`config.mk`:
```
export PLATFORM = sky130hd
export DESIGN_NAME = uart_rx
export DESIGN_NICKNAME = d
export VERILOG_FILES = /design/src/rtl/uart_rx.sv
export SDC_FILE = /design/constraint.sdc
export NUM_CORES = 1
export LEC_CHECK = 0
export ABC_AREA = 1
export ABC_CLOCK_PERIOD_IN_PS = 1400
export CAP_MARGIN = 20
export CORE_ASPECT_RATIO = 0.75
export CORE_UTILIZATION = 56
export DETAILED_ROUTE_END_ITERATION = 8
export DONT_BUFFER_PORTS = 1
export GPL_TIMING_DRIVEN = 0
export PLACE_DENSITY = 0.74
export SYNTH_ARGS = -nofsm -noshare
export SYNTH_HDL_FRONTEND = slang
export SYNTH_SLANG_ARGS = --single-unit
```
`constraint.sdc`:
```
create_clock -name clk -period 1.4 [get_ports clk]
set_clock_uncertainty 0.05 [all_clocks]
set_input_delay 0.14 -clock clk [delete_from_list [all_inputs] [get_ports clk]]
set_output_delay 0.14 -clock clk [all_outputs]
set_load 0.03 [all_outputs]
```
`src/rtl/uart_rx.sv`:
```
// 8N1 UART receiver: 2-flop synchroniser, 16x oversampling with a 3-sample
// majority vote at mid-bit, and a one-entry valid/ready holding register.
module uart_rx #(
    parameter int CLK_FREQ = 75_000_000,
    parameter int BAUD     = 115200,
    parameter int OVS      = 16
) (
    input  logic       clk,
    input  logic       rst_n,
    input  logic       rx,
    output logic [7:0] data,
    output logic       valid,
    input  logic       ready,
    output logic       frame_err,
    output logic       overrun
);

    localparam int DIV = (CLK_FREQ + BAUD * OVS / 2) / (BAUD * OVS);
    localparam int PW  = (DIV > 1) ? $clog2(DIV) : 1;
    localparam int OW  = $clog2(OVS);

    localparam logic [PW-1:0] PRE_LAST = PW'(DIV - 1);
    localparam logic [OW-1:0] OS_A     = OW'(OVS / 2 - 1);
    localparam logic [OW-1:0] OS_B     = OW'(OVS / 2);
    localparam logic [OW-1:0] OS_C     = OW'(OVS / 2 + 1);
    localparam logic [OW-1:0] OS_END   = OW'(OVS - 1);

    typedef enum logic [1:0] {IDLE, START, DATA, STOP} state_t;

    state_t          state, state_next;
    logic            rx_meta, rx_s, rx_d;
    logic [PW-1:0]   pre_cnt;
    logic [OW-1:0]   os_cnt;
    logic [2:0]      bit_cnt;
    logic [7:0]      shreg;
    logic            samp_a, samp_b;
    logic            fall, tick, decide, bit_end, maj;
    logic            start_go, to_data, shift_en, bit_inc, good, ferr;

    always_ff @(posedge clk or negedge rst_n) begin
        if (!rst_n) begin
            rx_meta <= 1'b1;
            rx_s    <= 1'b1;
            rx_d    <= 1'b1;
        end else begin
            rx_meta <= rx;
            rx_s    <= rx_meta;
            rx_d    <= rx_s;
        end
    end

    assign fall    = rx_d & ~rx_s;
    assign tick    = (pre_cnt == PRE_LAST);
    assign decide  = tick && (os_cnt == OS_C);
    assign bit_end = tick && (os_cnt == OS_END);
    // Third vote is the live synchronised line at the decision point.
    assign maj     = (samp_a & samp_b) | (samp_a & rx_s) | (samp_b & rx_s);

    always_ff @(posedge clk or negedge rst_n) begin
        if (!rst_n) begin
            state <= IDLE;
        end else begin
            state <= state_next;
        end
    end

    always_comb begin
        state_next = state;
        start_go   = 1'b0;
        to_data    = 1'b0;
        shift_en   = 1'b0;
        bit_inc    = 1'b0;
        good       = 1'b0;
        ferr       = 1'b0;
        case (state)
            IDLE: begin
                if (fall) begin
                    state_next = START;
                    start_go   = 1'b1;
                end
            end
            START: begin
                if (decide && maj) begin
                    state_next = IDLE;
                end else if (bit_end) begin
                    state_next = DATA;
                    to_data    = 1'b1;
                end
            end
            DATA: begin
                shift_en = decide;
                if (bit_end) begin
                    if (bit_cnt == 3'd7) begin
                        state_next = STOP;
                    end else begin
                        bit_inc = 1'b1;
                    end
                end
            end
            STOP: begin
                // Leave at mid stop bit so a back-to-back start edge is seen.
                if (decide) begin
                    state_next = IDLE;
                    good       = maj;
                    ferr       = ~maj;
                end
            end
            default: state_next = IDLE;
        endcase
    end

    always_ff @(posedge clk or negedge rst_n) begin
        if (!rst_n) begin
            pre_cnt <= '0;
            os_cnt  <= '0;
            bit_cnt <= '0;
            shreg   <= '0;
            samp_a  <= 1'b0;
            samp_b  <= 1'b0;
        end else begin
            if (start_go || tick) begin
                pre_cnt <= '0;
            end else begin
                pre_cnt <= pre_cnt + 1'b1;
            end
            if (start_go) begin
                os_cnt <= '0;
            end else if (tick && state != IDLE) begin
                os_cnt <= (os_cnt == OS_END) ? '0 : os_cnt + 1'b1;
            end
            if (tick && os_cnt == OS_A) samp_a <= rx_s;
            if (tick && os_cnt == OS_B) samp_b <= rx_s;
            if (to_data) begin
                bit_cnt <= '0;
            end else if (bit_inc) begin
                bit_cnt <= bit_cnt + 1'b1;
            end
            if (shift_en) shreg <= {maj, shreg[7:1]};
        end
    end

    always_ff @(posedge clk or negedge rst_n) begin
        if (!rst_n) begin
            data      <= '0;
            valid     <= 1'b0;
            frame_err <= 1'b0;
            overrun   <= 1'b0;
        end else begin
            frame_err <= ferr;
            overrun   <= good && valid && !ready;
            if (good && (!valid || ready)) begin
                data  <= shreg;
                valid <= 1'b1;
            end else if (valid && ready) begin
                valid <= 1'b0;
            end
        end
    end

endmodule

```
Word-level counts from Yosys, hierarchy flattened
Index checks and enable logic that the tools add are counted.
Operators by class
  add/sub/neg operators: 3
  equality and inequality tests: 14
  mux-type cells: 28
  bitwise logic cells: 8
  reduce and logical (&&, ||, !) cells: 20
Operator list (number)
  $mux W1: 15
  $eq A4 B4 Y1 const B: 3
  $mux W2: 6
  $mux W4: 3
  $logic_and A1 B1 Y1: 10
  $ne A2 B2 Y1 const B: 4
  $pmux W2 S4: 1
  $reduce_bool A2 Y1: 4
  $add A6 B1 Y6 const B: 1
  $eq A6 B6 Y1 const B: 1
  $mux W3: 2
  $mux W6: 1
  $reduce_and A5 Y1: 1
  $add A4 B1 Y4 const B: 1
  $and A1 B1 Y1: 4
  $eq A2 B2 Y1 const B: 2
  $eq A4 B3 Y1 const B: 1
  $add A3 B1 Y3 const B: 1
  $eq A3 B3 Y1 const B: 1
  $ne A3 B3 Y1 const B: 1
  $eq A2 B1 Y1 const B: 1
  $logic_not A1 Y1: 2
  $logic_not A2 Y1: 1
  $logic_or A1 B1 Y1: 2
  2 further kinds: 4
Storage, ports and cells
  bits in registers: 39
  input bits: 4
  logic and storage cells: 87

Logic depth before layout (Yosys ltp)
  depth in word-level cells: 7
  depth in mapped cells: 11
  depth with buffers taken out: 11

Worst setup path after synthesis
No wires, ideal clock.
  path type: register to register
  from: register pre_cnt[0]
  to: register data[5]
  setup time: 0.118 ns
  arrival time: 1.372 ns
  required time: 1.232 ns
  path slack: -0.139 ns
  stages on the path, launching flop included: 11
  clock period less this slack: 1.539 ns
  cell sequence: dfrtp_1 -> inv_1 -> ha_1 -> nand3_2 -> nor2_4 -> nand3_2 -> nor2_2 -> nand2_2 -> buf_6 -> nand2_2 -> o21ai_2
Between the ends
  longest elaborated chain between the ends: 5
Ends and longest elaborated chain
  start: declaration: line 32  | logic [PW-1:0] pre_cnt;
  start signal: assignment: line 124  | pre_cnt <= pre_cnt + 1'b1;
  $eq A6 B6 Y1: line 53  | assign tick = (pre_cnt == PRE_LAST);
  $logic_and A1 B1 Y1: line 54  | assign decide = tick && (os_cnt == OS_C);
  $mux W1: line 102  | if (decide) begin
  $mux W1: line 75  | case (state)
  $logic_and A1 B1 Y1: line 151  | if (good && (!valid || ready)) begin
  end signal: assignment: line 152  | data <= shreg;
  end: declaration: line 11  | output logic [7:0] data,
No other way between the ends.
A chain may end at the register's enable or synchronous reset.

Worst setup path in the final report
  from: register pre_cnt[0]
  to: register os_cnt[1]
Between the ends
  longest elaborated chain between the ends: 3
Ends and longest elaborated chain
  $eq A6 B6 Y1: line 53
  $logic_and A1 B1 Y1: line 128  | end else if (tick && state != IDLE) begin
  $reduce_bool A2 Y1 (no source line)
  end signal: assignment: line 129  | os_cnt <= (os_cnt == OS_END) ? '0 : os_cnt + 1'b1;
  end: declaration: line 33  | logic [OW-1:0] os_cnt;
No other way between the ends.

==> impl_metrics.tcl <==
set metrics [dict create \
    maxSlewHeadroom 0.7481 \
    yosys_register_bits 39 \
    numCtsBuffers 5 \
    drive_gt1_frac 0.4133 \
    htreeDepth 2 \
    die_w_um 67.88 \
    start_util 0.6036 \
    synth_nets 209 \
    finalNetCount 236 \
    pre_cts_ws_ns -0.3268 \
    synth-xor-area-share 0.01441 \
    status "complete, but fails checks" \
    post-route-period-util 1.203 \
    p_per_area_nw_per_um2 1146 \
    drt_wl_total_um 4094 \
    hp-class "input port to register" \
    die_height_um 51.41 \
    p_leak_uw 0.001138 \
    violations "setup timing" \
    fin_crit_ns 1.684 \
    syn_area_um2 1823 \
    ant_nets 0 \
    fin_ws_ns -0.2844 \
    timing_hold_violations_final 0 \
    grt_pass1_wl_um 5913 \
    finalSetupViolCount 34 \
    clock_sinks 39 \
    fin_util 0.7933 \
    grt_antenna_before_repair 0 \
    clock.fmax_ghz 0.5937 \
    cp.required_ns 1.52 \
    clk_pin_slew_worst_paths_ns 0.07 \
    synth_top_area_share 0.4942 \
    yosys.area_share.simple 0.2217 \
    crit_fanout 5 \
    grt_max_degree 40 \
    drtPass1Iterations 5 \
    die_area_um2 3490 \
    critPathArrivalTime_ns 1.80 \
    ios 15 \
    synth_top_family_by_area "simple AND/OR/NAND/NOR gates" \
    layout_commonest_cell "dfrtp_1" \
    criticalPathCategory "register to register" \
    hpwlAfterDp_um 2299 \
    root_buffer "clkbuf_8" \
    gp_congestion 0.8470 \
    rows 17 \
    syn_to_final_growth_pct 31.43 \
    viasPerCell 5.521 \
    diodes 0 \
    yosysUniqueCellTypes 22 \
    final_cell_mix "36 x dfrtp_1, 27 x inv_1, 23 x nand2_1" \
    wl_per_cell_um 15.57 \
    drtIter0Drc 96 \
    yosysTopAreaCell "dfrtp_1" \
    ys_top_cells_by_area "dfrtp_1 49%, nand2_1 8.2%, inv_1 6.4%" \
    hold_path_depth 3 \
    syn_inst 198 \
    via_count 1452 \
    power_uw 2747 \
    peakVddDrop_mv 0.7386 \
    yosys_warnings 0 \
    synth_fa_ha_area_frac 0.04804 \
    synth.area.mux_share 0 \
    cp-start-kind "register" \
    io_buffers 0 \
    grt.total_usage 0.2387 \
    whs_ns 0.05715 \
    grt_overflow 0 \
    rsz0062_at_grt "yes" \
    avgSynthCellArea_um2 9.207 \
    slew_violations 0 \
    tritoncts "built" \
    worst_pin_slew_ns 0.3779 \
    clock_latency_ns 0.29 \
    synth_compound_area_frac 0.09609 \
    r2r_cells 11 \
    synth-seq-area-share 0.5374 \
    maxCapViolCount 0 \
    clockBufferDepth 2 \
    cp-end-kind "register" \
    core_um2 3020 \
    grt_pass1_vias 1333 \
    drc 0 \
]
==> cells by family (layout without fill, tap and decap cells) <==
group	after synthesis	after routing
adder cells (fa/ha/maj)	7	7
AND/OR/NAND/NOR	84	84
flip-flops	39	39
AO/OA/AOI/OAI	29	29
buffers and inverters	36	63
XOR/XNOR	3	3
==> sequential cells by signal, indices dropped and copies added (netlist names), named ones only <==
signal     count
pre_cnt        6
bit_cnt        3
rx_d           1
rx_meta        1
samp_a         1
rx_s           1
valid          1
frame_err      1
os_cnt         4
overrun        1
samp_b         1
state          1
shreg          8
data           8
==> cells in the mapped netlist <==
library cell   n
nand2_1       40
dfrtp_1       36
inv_1         31
o21ai_0       16
nor2_1        13
nand3_1        8
o21ai_2        8
ha_1           7
a21oi_1        4
nand2_2        4
nand4_1        4
nor2_2         4
dfstp_2        3
inv_2          3
nand3_2        3
nor3_1         3
xor2_1         3
buf_6          2
nor2_4         2
nor3b_1        2
and3_2         1
o21ai_1        1
==> what timing repair did <==
item	in CTS	in global routing
gates resized for setup	35	45
buffers inserted	9	6
hold endpoints to repair	40	0
endpoints found under the setup margin	34	36
pin swaps	7	13
hold buffers	3	0
cloned	1	1
==> critical path: stages, from the launching register on <==
cell	delay (ns)
dfrtp_1	0.38
inv_1	0.06
ha_2	0.16
nand3_2	0.08
nor2_4	0.13
buf_6	0.13
buf_12	0.11
inv_2	0.08
nor2_4	0.15
inv_2	0.06
nand2_2	0.08
o21ai_1	0.09
==> report_power, final <==
part / switching, uW / internal (uW)
combinational: 360 / 269
sequential: 99.9 / 1250
clock: 380 / 386
==> final timing paths <==
check / startpoint / end / slack [ns]
setup reg to reg: pre_cnt[0] / os_cnt[1] / -0.28
min in group asynchronous: rst_n / pre_cnt[2] / 0.25
setup / recovery: pre_cnt[0] / os_cnt[1] / -0.28
hold reg to reg: rx_meta / rx_s / 0.31
max in group asynchronous: rst_n / rx_meta / 0.80
hold / removal: ready / overrun / 0.06
==> layout make-up <==
cell class                 instances  area [um^2]
buffer                             2        26.28
clock buffer                       6        82.58
clock inverter                     1        5.005
fill                             182        624.3
inverter                          34        132.6
multi-input combinational        123        892.1
sequential                        39        979.7
tap                               38        47.55
timing repair buffer              20        230.2
==> stage by stage <==
stage / area [um^2] / setup TNS [ns] / std cells
global placement: 1871 / -5.323 / 236
floorplan: 1823 / -1.643 / 198
global route: 2396 / -9.309 / 263
CTS: 2188 / -4.982 / 256
detailed placement: 1871 / -6.708 / 236
finish: 2396 / -5.964 / 263
==> metal layers <==
metal  vias up  wire length, um  GRT usage
met5         -                0          0
met1       726             1798     0.3231
met2        39             2028     0.3482
met4         0               87     0.1181
li1        677                -          -
met3        10              179    0.06920
Power figures use the tool's default switching activity.
